--- src/rtl/byte_packer_if.sv ---
// Byte-stream handshake in, packed lane word out, between the framer and the lane striper.
interface byte_packer_if #(
    parameter int numlanes = 4
);
    logic [7:0]            in_data;
    logic                  in_valid;
    logic                  in_last;
    logic                  in_ready;
    logic [numlanes*8-1:0] out_data;
    logic [numlanes-1:0]   out_k;
    logic                  out_valid;
    logic                  out_sof;
    logic                  out_eof;

    modport master (
        output in_data, in_valid, in_last,
        input  in_ready, out_data, out_k, out_valid, out_sof, out_eof
    );

    modport slave (
        input  in_data, in_valid, in_last,
        output in_ready, out_data, out_k, out_valid, out_sof, out_eof
    );
endinterface

--- src/rtl/byte_packer.sv ---
// Packs numlanes framed bytes per word (lane 0 in the MSB), pads short tails with K23.7,
// emits K28.5 idle words otherwise and holds off input for ifg cycles after each frame.
module byte_packer #(
    parameter int numlanes = 4,
    parameter int ifg      = 2
) (
    input  logic         clk_1G,
    input  logic         rst_1G,
    byte_packer_if.slave bus
);
    localparam int W  = numlanes * 8;
    localparam int CW = $clog2(numlanes);
    localparam int GW = $clog2(ifg + 1);

    localparam logic [7:0]    IDLE_CH   = 8'hBC;
    localparam logic [7:0]    PAD_CH    = 8'hF7;
    localparam logic [CW-1:0] LAST_LANE = CW'(numlanes - 1);
    localparam logic [GW-1:0] GAP_END   = GW'(ifg - 1);

    localparam logic [1:0] ST_IDLE = 2'd0;
    localparam logic [1:0] ST_PACK = 2'd1;
    localparam logic [1:0] ST_GAP  = 2'd2;

    logic [1:0]          r_state;
    logic [CW-1:0]       r_cnt;
    logic [GW-1:0]       r_gap;
    logic                r_alive;
    logic                r_first;
    logic [W-1:0]        r_word;
    logic [W-1:0]        r_out_data;
    logic [numlanes-1:0] r_out_k;
    logic                r_out_valid;
    logic                r_out_sof;
    logic                r_out_eof;

    logic [W-1:0]        w_next_word;
    logic [numlanes-1:0] w_pad_k;
    logic                w_accept;
    logic                w_full;
    logic                w_sof;

    // r_alive keeps in_ready low until the first edge after reset release
    assign bus.in_ready = r_alive && (r_state != ST_GAP);
    assign w_accept     = bus.in_valid && bus.in_ready;
    assign w_full       = (r_cnt == LAST_LANE);
    assign w_sof        = (r_state == ST_IDLE) || r_first;

    // Lanes above the write pointer read as pad, so a last byte yields the padded word directly
    for (genvar g = 0; g < numlanes; g++) begin : g_lane
        localparam logic [CW-1:0] LANE = CW'(g);
        localparam int            LO   = (numlanes - 1 - g) * 8;
        assign w_next_word[LO +: 8] = (LANE == r_cnt) ? bus.in_data :
                                      (LANE >  r_cnt) ? PAD_CH : r_word[LO +: 8];
        assign w_pad_k[numlanes-1-g] = (LANE > r_cnt);
    end

    always_ff @(posedge clk_1G or negedge rst_1G) begin
        if (!rst_1G) begin
            r_state     <= ST_IDLE;
            r_cnt       <= '0;
            r_gap       <= '0;
            r_alive     <= 1'b0;
            r_first     <= 1'b0;
            r_word      <= '0;
            r_out_data  <= {numlanes{IDLE_CH}};
            r_out_k     <= '1;
            r_out_valid <= 1'b0;
            r_out_sof   <= 1'b0;
            r_out_eof   <= 1'b0;
        end else begin
            r_alive     <= 1'b1;
            r_out_data  <= {numlanes{IDLE_CH}};
            r_out_k     <= '1;
            r_out_valid <= 1'b0;
            r_out_sof   <= 1'b0;
            r_out_eof   <= 1'b0;
            case (r_state)
                ST_IDLE, ST_PACK: begin
                    if (w_accept) begin
                        r_word <= w_next_word;
                        if (bus.in_last || w_full) begin
                            r_out_valid <= 1'b1;
                            r_out_data  <= w_next_word;
                            r_out_k     <= w_pad_k;
                            r_out_sof   <= w_sof;
                            r_out_eof   <= bus.in_last;
                            r_first     <= 1'b0;
                            r_cnt       <= '0;
                        end else begin
                            r_first <= w_sof;
                            r_cnt   <= r_cnt + 1'b1;
                        end
                        if (bus.in_last) begin
                            r_state <= ST_GAP;
                            r_gap   <= '0;
                        end else begin
                            r_state <= ST_PACK;
                        end
                    end
                end
                ST_GAP: begin
                    if (r_gap == GAP_END) begin
                        r_state <= ST_IDLE;
                        r_gap   <= '0;
                    end else begin
                        r_gap <= r_gap + 1'b1;
                    end
                end
                default: r_state <= ST_IDLE;
            endcase
        end
    end

    assign bus.out_data  = r_out_data;
    assign bus.out_k     = r_out_k;
    assign bus.out_valid = r_out_valid;
    assign bus.out_sof   = r_out_sof;
    assign bus.out_eof   = r_out_eof;
endmodule

--- src/flat_wrapper.sv ---
// flat-port wrapper written by rule: the top's interface ports become plain ports
module byte_packer_flat 
#(
    parameter int numlanes = 4,
    parameter int ifg      = 2
)
  (clk_1G, rst_1G, bus_in_data, bus_in_valid, bus_in_last, bus_in_ready, bus_out_data, bus_out_k, bus_out_valid, bus_out_sof, bus_out_eof);
  byte_packer_if #(.numlanes(numlanes)) bus_i ();
  input  logic clk_1G;
  input  logic rst_1G;
  input wire logic [$bits(bus_i.in_data)-1:0] bus_in_data;
  input wire logic [$bits(bus_i.in_valid)-1:0] bus_in_valid;
  input wire logic [$bits(bus_i.in_last)-1:0] bus_in_last;
  output wire logic [$bits(bus_i.in_ready)-1:0] bus_in_ready;
  output wire logic [$bits(bus_i.out_data)-1:0] bus_out_data;
  output wire logic [$bits(bus_i.out_k)-1:0] bus_out_k;
  output wire logic [$bits(bus_i.out_valid)-1:0] bus_out_valid;
  output wire logic [$bits(bus_i.out_sof)-1:0] bus_out_sof;
  output wire logic [$bits(bus_i.out_eof)-1:0] bus_out_eof;
  assign bus_i.in_data = bus_in_data;
  assign bus_i.in_valid = bus_in_valid;
  assign bus_i.in_last = bus_in_last;
  assign bus_in_ready = bus_i.in_ready;
  assign bus_out_data = bus_i.out_data;
  assign bus_out_k = bus_i.out_k;
  assign bus_out_valid = bus_i.out_valid;
  assign bus_out_sof = bus_i.out_sof;
  assign bus_out_eof = bus_i.out_eof;
  byte_packer #(.numlanes(numlanes), .ifg(ifg)) u_core (.clk_1G(clk_1G), .rst_1G(rst_1G), .bus(bus_i));
endmodule
--- config.mk ---
export PLATFORM = sky130hd
export DESIGN_NAME = byte_packer_flat
export DESIGN_NICKNAME = d
export VERILOG_FILES = /design/src/rtl/byte_packer_if.sv /design/src/rtl/byte_packer.sv /design/src/flat_wrapper.sv
export SDC_FILE = /design/constraint.sdc
export NUM_CORES = 1
export LEC_CHECK = 0
export ABC_CLOCK_PERIOD_IN_PS = 2000
export CORE_MARGIN = 2
export CORE_UTILIZATION = 51
export DETAILED_ROUTE_END_ITERATION = 8
export GPL_TIMING_DRIVEN = 0
export PLACE_DENSITY = 0.78
export RECOVER_POWER = 50
export SETUP_SLACK_MARGIN = 0.02
export SLEW_MARGIN = 20
export SYNTH_ARGS = -nofsm -noshare
export SYNTH_HDL_FRONTEND = slang
export SYNTH_SLANG_ARGS = --single-unit
export TNS_END_PERCENT = 30
--- constraint.sdc ---
create_clock -name clk_1G -period 2 [get_ports clk_1G]
set_input_delay 0.2 -clock clk_1G [delete_from_list [all_inputs] [get_ports clk_1G]]
set_output_delay 0.2 -clock clk_1G [all_outputs]
set_load 0.02 [all_outputs]
* Word level (Yosys, flattened, before mapping)
Index checks and enable logic that the tools add are counted.
Cells by class: add/subtract/negate cells 2, muxes and demuxes 33, bitwise logic cells 0, reductions and logical operators 11, $lt $le $gt $ge 4, equal/unequal tests 11, multiply operators 0, div/mod/pow operators 0, shift-type cells 0
Operators with widths (number):
- $mux W32 | 3
- $mux W8 | 8
- $mux W2 | 7
- $mux W4 | 3
- $mux W1 | 10
- $pmux W2 S2 | 2
- $add A2 B1 Y2 const B | 2
- $eq A2 B1 Y1 const B | 2
- $eq A2 B2 Y1 const A | 2
- $eq A2 B2 Y1 const B | 2
- $gt A1 B2 Y1 const A | 2
- $gt A2 B2 Y1 const A | 2
- $logic_not A2 Y1 | 2
- $ne A2 B1 Y1 const B | 2
- $ne A2 B2 Y1 const B | 2
- $reduce_and A2 Y1 | 2
- $reduce_and A3 Y1 | 1
- $eq A1 B2 Y1 const A | 1
- $logic_and A1 B1 Y1 | 2
- $logic_or A1 B1 Y1 | 2
- $reduce_bool A2 Y1 | 1
- $reduce_or A2 Y1 | 1
Storage, ports and cells: bits in latches 0, register bits after elaboration 79, memories 0, input port bits 12, memory bits (read-only) 0, memory bits (writable) 0, output and inout port bits 40

* Longest topological paths before layout
depth in word-level cells 6, depth in mapped cells 6

* Worst setup path before layout
Ideal clock, no wire load.
path type register to register, from register u_core.r_cnt[1], to register u_core.r_out_data[16] (netlist: u_core.bus.out_data[16]), setup slack 0.557 ns, period minus slack after synthesis 1.443 ns, path buffers 1, cell stages (with the launch flop) 7, data arrival time 1.323 ns, path through dfrtp_1 inv_1 ha_1 or2_2 buf_1 o22ai_1 nor2_1
On the way: cells in the longest elaborated chain, start to end 6
RTL lines:
- from (decl) | RTL line byte_packer.sv:25 | logic [CW-1:0] r_cnt;
- from (signal assigned) | RTL line byte_packer.sv:91 | r_cnt <= r_cnt + 1'b1;
- $gt A1 B2 Y1 | RTL line byte_packer.sv:53 | (LANE > r_cnt) ? PAD_CH : r_word[LO +: 8];
- $mux W8 | RTL line byte_packer.sv:53
- $mux W8 | RTL line byte_packer.sv:52 | assign w_next_word[LO +: 8] = (LANE == r_cnt) ? bus.in_data :
- $mux W32 * | RTL line byte_packer.sv:81 | if (bus.in_last || w_full) begin
- $mux W32 * | RTL line byte_packer.sv:79 | if (w_accept) begin
- $mux W32 * | RTL line byte_packer.sv:77 | case (r_state)
- to (signal assigned) | RTL line byte_packer.sv:65 | r_out_data <= {numlanes{IDLE_CH}};
- to (signal assigned) | RTL line byte_packer.sv:72 | r_out_data <= {numlanes{IDLE_CH}};
- to (signal assigned) | RTL line byte_packer.sv:83 | r_out_data <= w_next_word;
- to (decl) | RTL line byte_packer.sv:30 | logic [W-1:0] r_out_data;
Mark *: on every way between the ends. The rest lies on a longest branch, timed or not. A chain may end at the register's enable or synchronous reset.

* Worst setup path in the final report
from register u_core.r_state[1], to output bus_in_ready
On the way: cells in the longest elaborated chain, start to end 2
RTL lines:
- from (decl) | RTL line byte_packer.sv:24 | logic [1:0] r_state;
- from (signal assigned) | RTL line byte_packer.sv:59 | r_state <= ST_IDLE;
- from (signal assigned) | RTL line byte_packer.sv:94 | r_state <= ST_GAP;
- from (signal assigned) | RTL line byte_packer.sv:97 | r_state <= ST_PACK;
- $ne A2 B2 Y1 | RTL line byte_packer.sv:43 | assign bus.in_ready = r_alive && (r_state != ST_GAP);
- $logic_and A1 B1 Y1 | RTL line byte_packer.sv:43
- to (decl) | RTL line flat_wrapper.sv:14 | output wire logic [$bits(bus_i.in_ready)-1:0] bus_in_ready;
No other way between the ends.

==> impl_metrics.toml <==
[synthesis]
syn_area_per_cell_um2 = 13.1
syn-num-nets = 227
synth_edf_count = 0
synthAdderAreaFrac = 0.0181
ys_warn_count = 0
synth_xor_area_frac = 0
yosys.area_share.simple = 0.0972
synth_ff_type = "dfrtp_1"
syn_inst = 211
syn_area_um2 = 2770
synthArstFlopShare = 1.00
ys_ff_latch = 71
synthMuxAreaShare = 0.0723
synth.distinct_cells = 35
synth_top_family_by_area = "compound AO/OA/AOI/OAI gates"
synth-compound-area-share = 0.124
synth-seq-area-share = 0.653

[drt]
drt_iter0_drc = 121
totalWireLength_um = 5120
dr_total_vias = 1823
antenna_left = 0
post_drt_wl_per_cell_um = 14.6
vias_per_cell = 5.21
drt-pass1-iter-count = 4
drc = 0

[cells_and_area]
antenna_cells = 0
fillers = 363
synthToLayoutAreaGrowth_pct = 27.9
final_util = 0.684
stdcell_area_um2 = 3540
fin_nets = 291
final_layout_size_suffix_gt1_frac = 0.257
fin_cells = 350

[worst_setup_path]
worstSetupPathType = "register to output pin"
crit_arrival_ns = 1.66
reg2reg_to = "u_core.bus.out_data[18]"
required_ns = 1.80
reg2reg_depth = 6
cp-startpoint = "u_core.r_state[1]"
start_kind = "register"
r2r-start = "u_core.r_cnt[1]"
crit_path_end = "bus_in_ready"
r2r_setup_slack_ns = 0.27
cp_max_fo = 6
end_kind = "output pin"

[sta]
fin_tns_setup_ns = 0
slew_viol_final = 0
hold_viol = 0
hold_slack_ns = 0.414
setup_viol = 0
tightest_slew_ns = 0.730
fin_crit_ns = 1.86
finalCritPeriodShare = 0.932
fin_skew_ns = 0.00667
rsz0062_at_grt = "no"
layout_setup_ws_ns = 0.136
fmax_mhz = 537
maxSlewHeadroom = 0.514

[clocking]
cts_tree = "yes"
clockRootBuffer = "clkbuf_8"
cts.sink_count = 71
clkSlewWorstSetupHoldPaths_ns = 0.07
ctsResizeCount = 0
numCtsBuffers = 9
insertion_delay_ns = 0.35
ctsHtreeMaxLevel = 3
clk_path_buf_depth = 2

[die]
coreArea_um2 = 5170
die_area_um2 = 6030
die_x_um = 77.7
start_util = 0.535
die_y_um = 77.7
num_rows = 26
num_io_pins = 52

[pwr]
p_seq_frac = 0.473
power_density_nw_per_um2 = 1150
p_leak_nw = 1.51
p_total_mw = 4.07
internal_power_mw = 2.80
power_frac_comb = 0.283
switchingPower_mw = 1.27
switching_share = 0.312
peakVddDrop_mv = 0.576
clock_power_share = 0.244

[global_route]
track_usage = 0.191
antenna_found_initial = 0
grt_pass1_vias = 1761
grt-ovfl-total = 0
grt_pass1_wl_um = 8610
grt_max_degree = 57

[placement]
dpl_cell_area_um2 = 3390
gp_congestion = 0.764
place_inst = 333
dp_worst_setup_slack_ns = 0.271
hpwl_um = 3420
io_buffers = 51

[job]
maxCapViolations = 0

[run_status]
status = "completed"

[hold_path]
hp-class = "input port to asynchronous set/reset pin"
-- state kept, by name, indices dropped and copies added, names as in the netlist --
| name | count |
|---|---|
| u_core.r_alive | 1 |
| u_core.bus.out_data | 32 |
| u_core.r_cnt | 2 |
| u_core.bus.out_k | 4 |
| u_core.r_gap | 2 |
| u_core.bus.out_valid | 1 |
| u_core.bus.out_eof | 1 |
| u_core.bus.out_sof | 1 |
| u_core.r_first | 1 |
| u_core.r_state | 2 |
| u_core.r_word | 24 |
-- power by group through the flow --
stage	clock (mW)	combinational (mW)	sequential, mW
after CTS	1.01	1.17	1.92
after global placement	0	1.14	1.93
after floorplan	0	0.751	1.99
after detailed placement	0	1.16	1.94
final	0.995	1.15	1.92
after global routing	1.07	1.26	1.96
-- cells in the final DEF (no fill, tap or decap), drive strengths merged --
cell           Yosys  routed
a21oi              4       4
a221o              2       2
a311oi             1       1
and2               1       1
and3b              1       1
buf                6       5
clkbuf             0      13
clkdlybuf4s50      0      50
clkinv             0       5
clkinvlp           0       1
conb               1       1
dfrtp             47      47
dfstp             24      24
dlygate4sd3        0       1
ha                 4       4
inv               11      11
mux2               8       8
mux2i              8       8
nand2             18      18
nand2b             2       2
nand3              3       3
nand3b             1       1
nand4b             1       1
nor2              20      20
nor2b              1       1
nor3               1       1
o21a               1       1
o21ai             12      12
o22a              14      14
o22ai             13      13
or2                5       5
or3                1       1
-- layer usage --
metal	global-route usage	part of all wire
met5	0	0
met4	0.0964	0.023
met3	0.0419	0.051
met2	0.290	0.48
met1	0.259	0.44
-- cell type report --
type                            instances  area, um2  share of cell area
Multi-Input combinational cell        123        860               0.243
Clock buffer                           10        138              0.0389
Inverter                               11       43.8              0.0124
Buffer                                  6       46.3              0.0131
Clock inverter                          6       36.3              0.0103
Timing Repair Buffer                   53        522               0.147
Tap cell                               70       87.6              0.0247
Sequential cell                        71       1810               0.510
-- synthesized netlist by cell type, types with 2 or more instances --
master	n	area (um2)
dfrtp_1	47	1180
dfstp_2	24	631
nor2_1	19	71.3
nand2_1	17	63.8
o22ai_1	13	81.3
o21ai_0	11	55.1
inv_1	10	37.5
o22a_2	10	100
mux2_4	8	120
mux2i_1	8	80.1
or2_2	5	31.3
a21oi_1	4	20.0
ha_1	4	50.1
o22a_1	4	35.0
buf_6	3	33.8
nand3_1	3	15.0
a221o_1	2	20.0
nand2b_1	2	12.5
-- logic make-up after synthesis --
| kind of cell | count (synthesis) |
|---|---|
| fa+ha+maj | 4 |
| flops | 71 |
| mux | 16 |
| simple gates | 55 |
| compound gates | 47 |
| other cells | 1 |
| buf+inv | 17 |
-- critical path: stages (launching register included) --
cell and delay, ns:
dfrtp_1 0.42, nand2b_1 0.16, and2_1 0.15, clkdlybuf4s50_1 0.59
-- repair_timing --
action                    CTS  global route
hold endpoints to repair   35             0
buffers inserted            0             0
hold buffers                1             0
-- worst min-delay path by stage --
| stage | startpoint | end | slack, ns | cells after the start |
|---|---|---|---|---|
| 3_3_place_gp | u_core.r_word[22] | u_core.r_word[22] | 0.47 | 1 |
| 2_1_floorplan | rst_1G | u_core.bus.out_data[0] | -0.1 | 0 |
| 3_5_place_dp | rst_1G | u_core.bus.out_valid | 0.06 | 1 |
| 5_1_grt | rst_1G | u_core.bus.out_valid | 0.46 | 2 |
| 4_1_cts | rst_1G | u_core.bus.out_valid | 0.25 | 2 |
| 6_report | rst_1G | u_core.bus.out_valid | 0.41 | 2 |
Note: power is estimated with default switching activity, not from simulation.
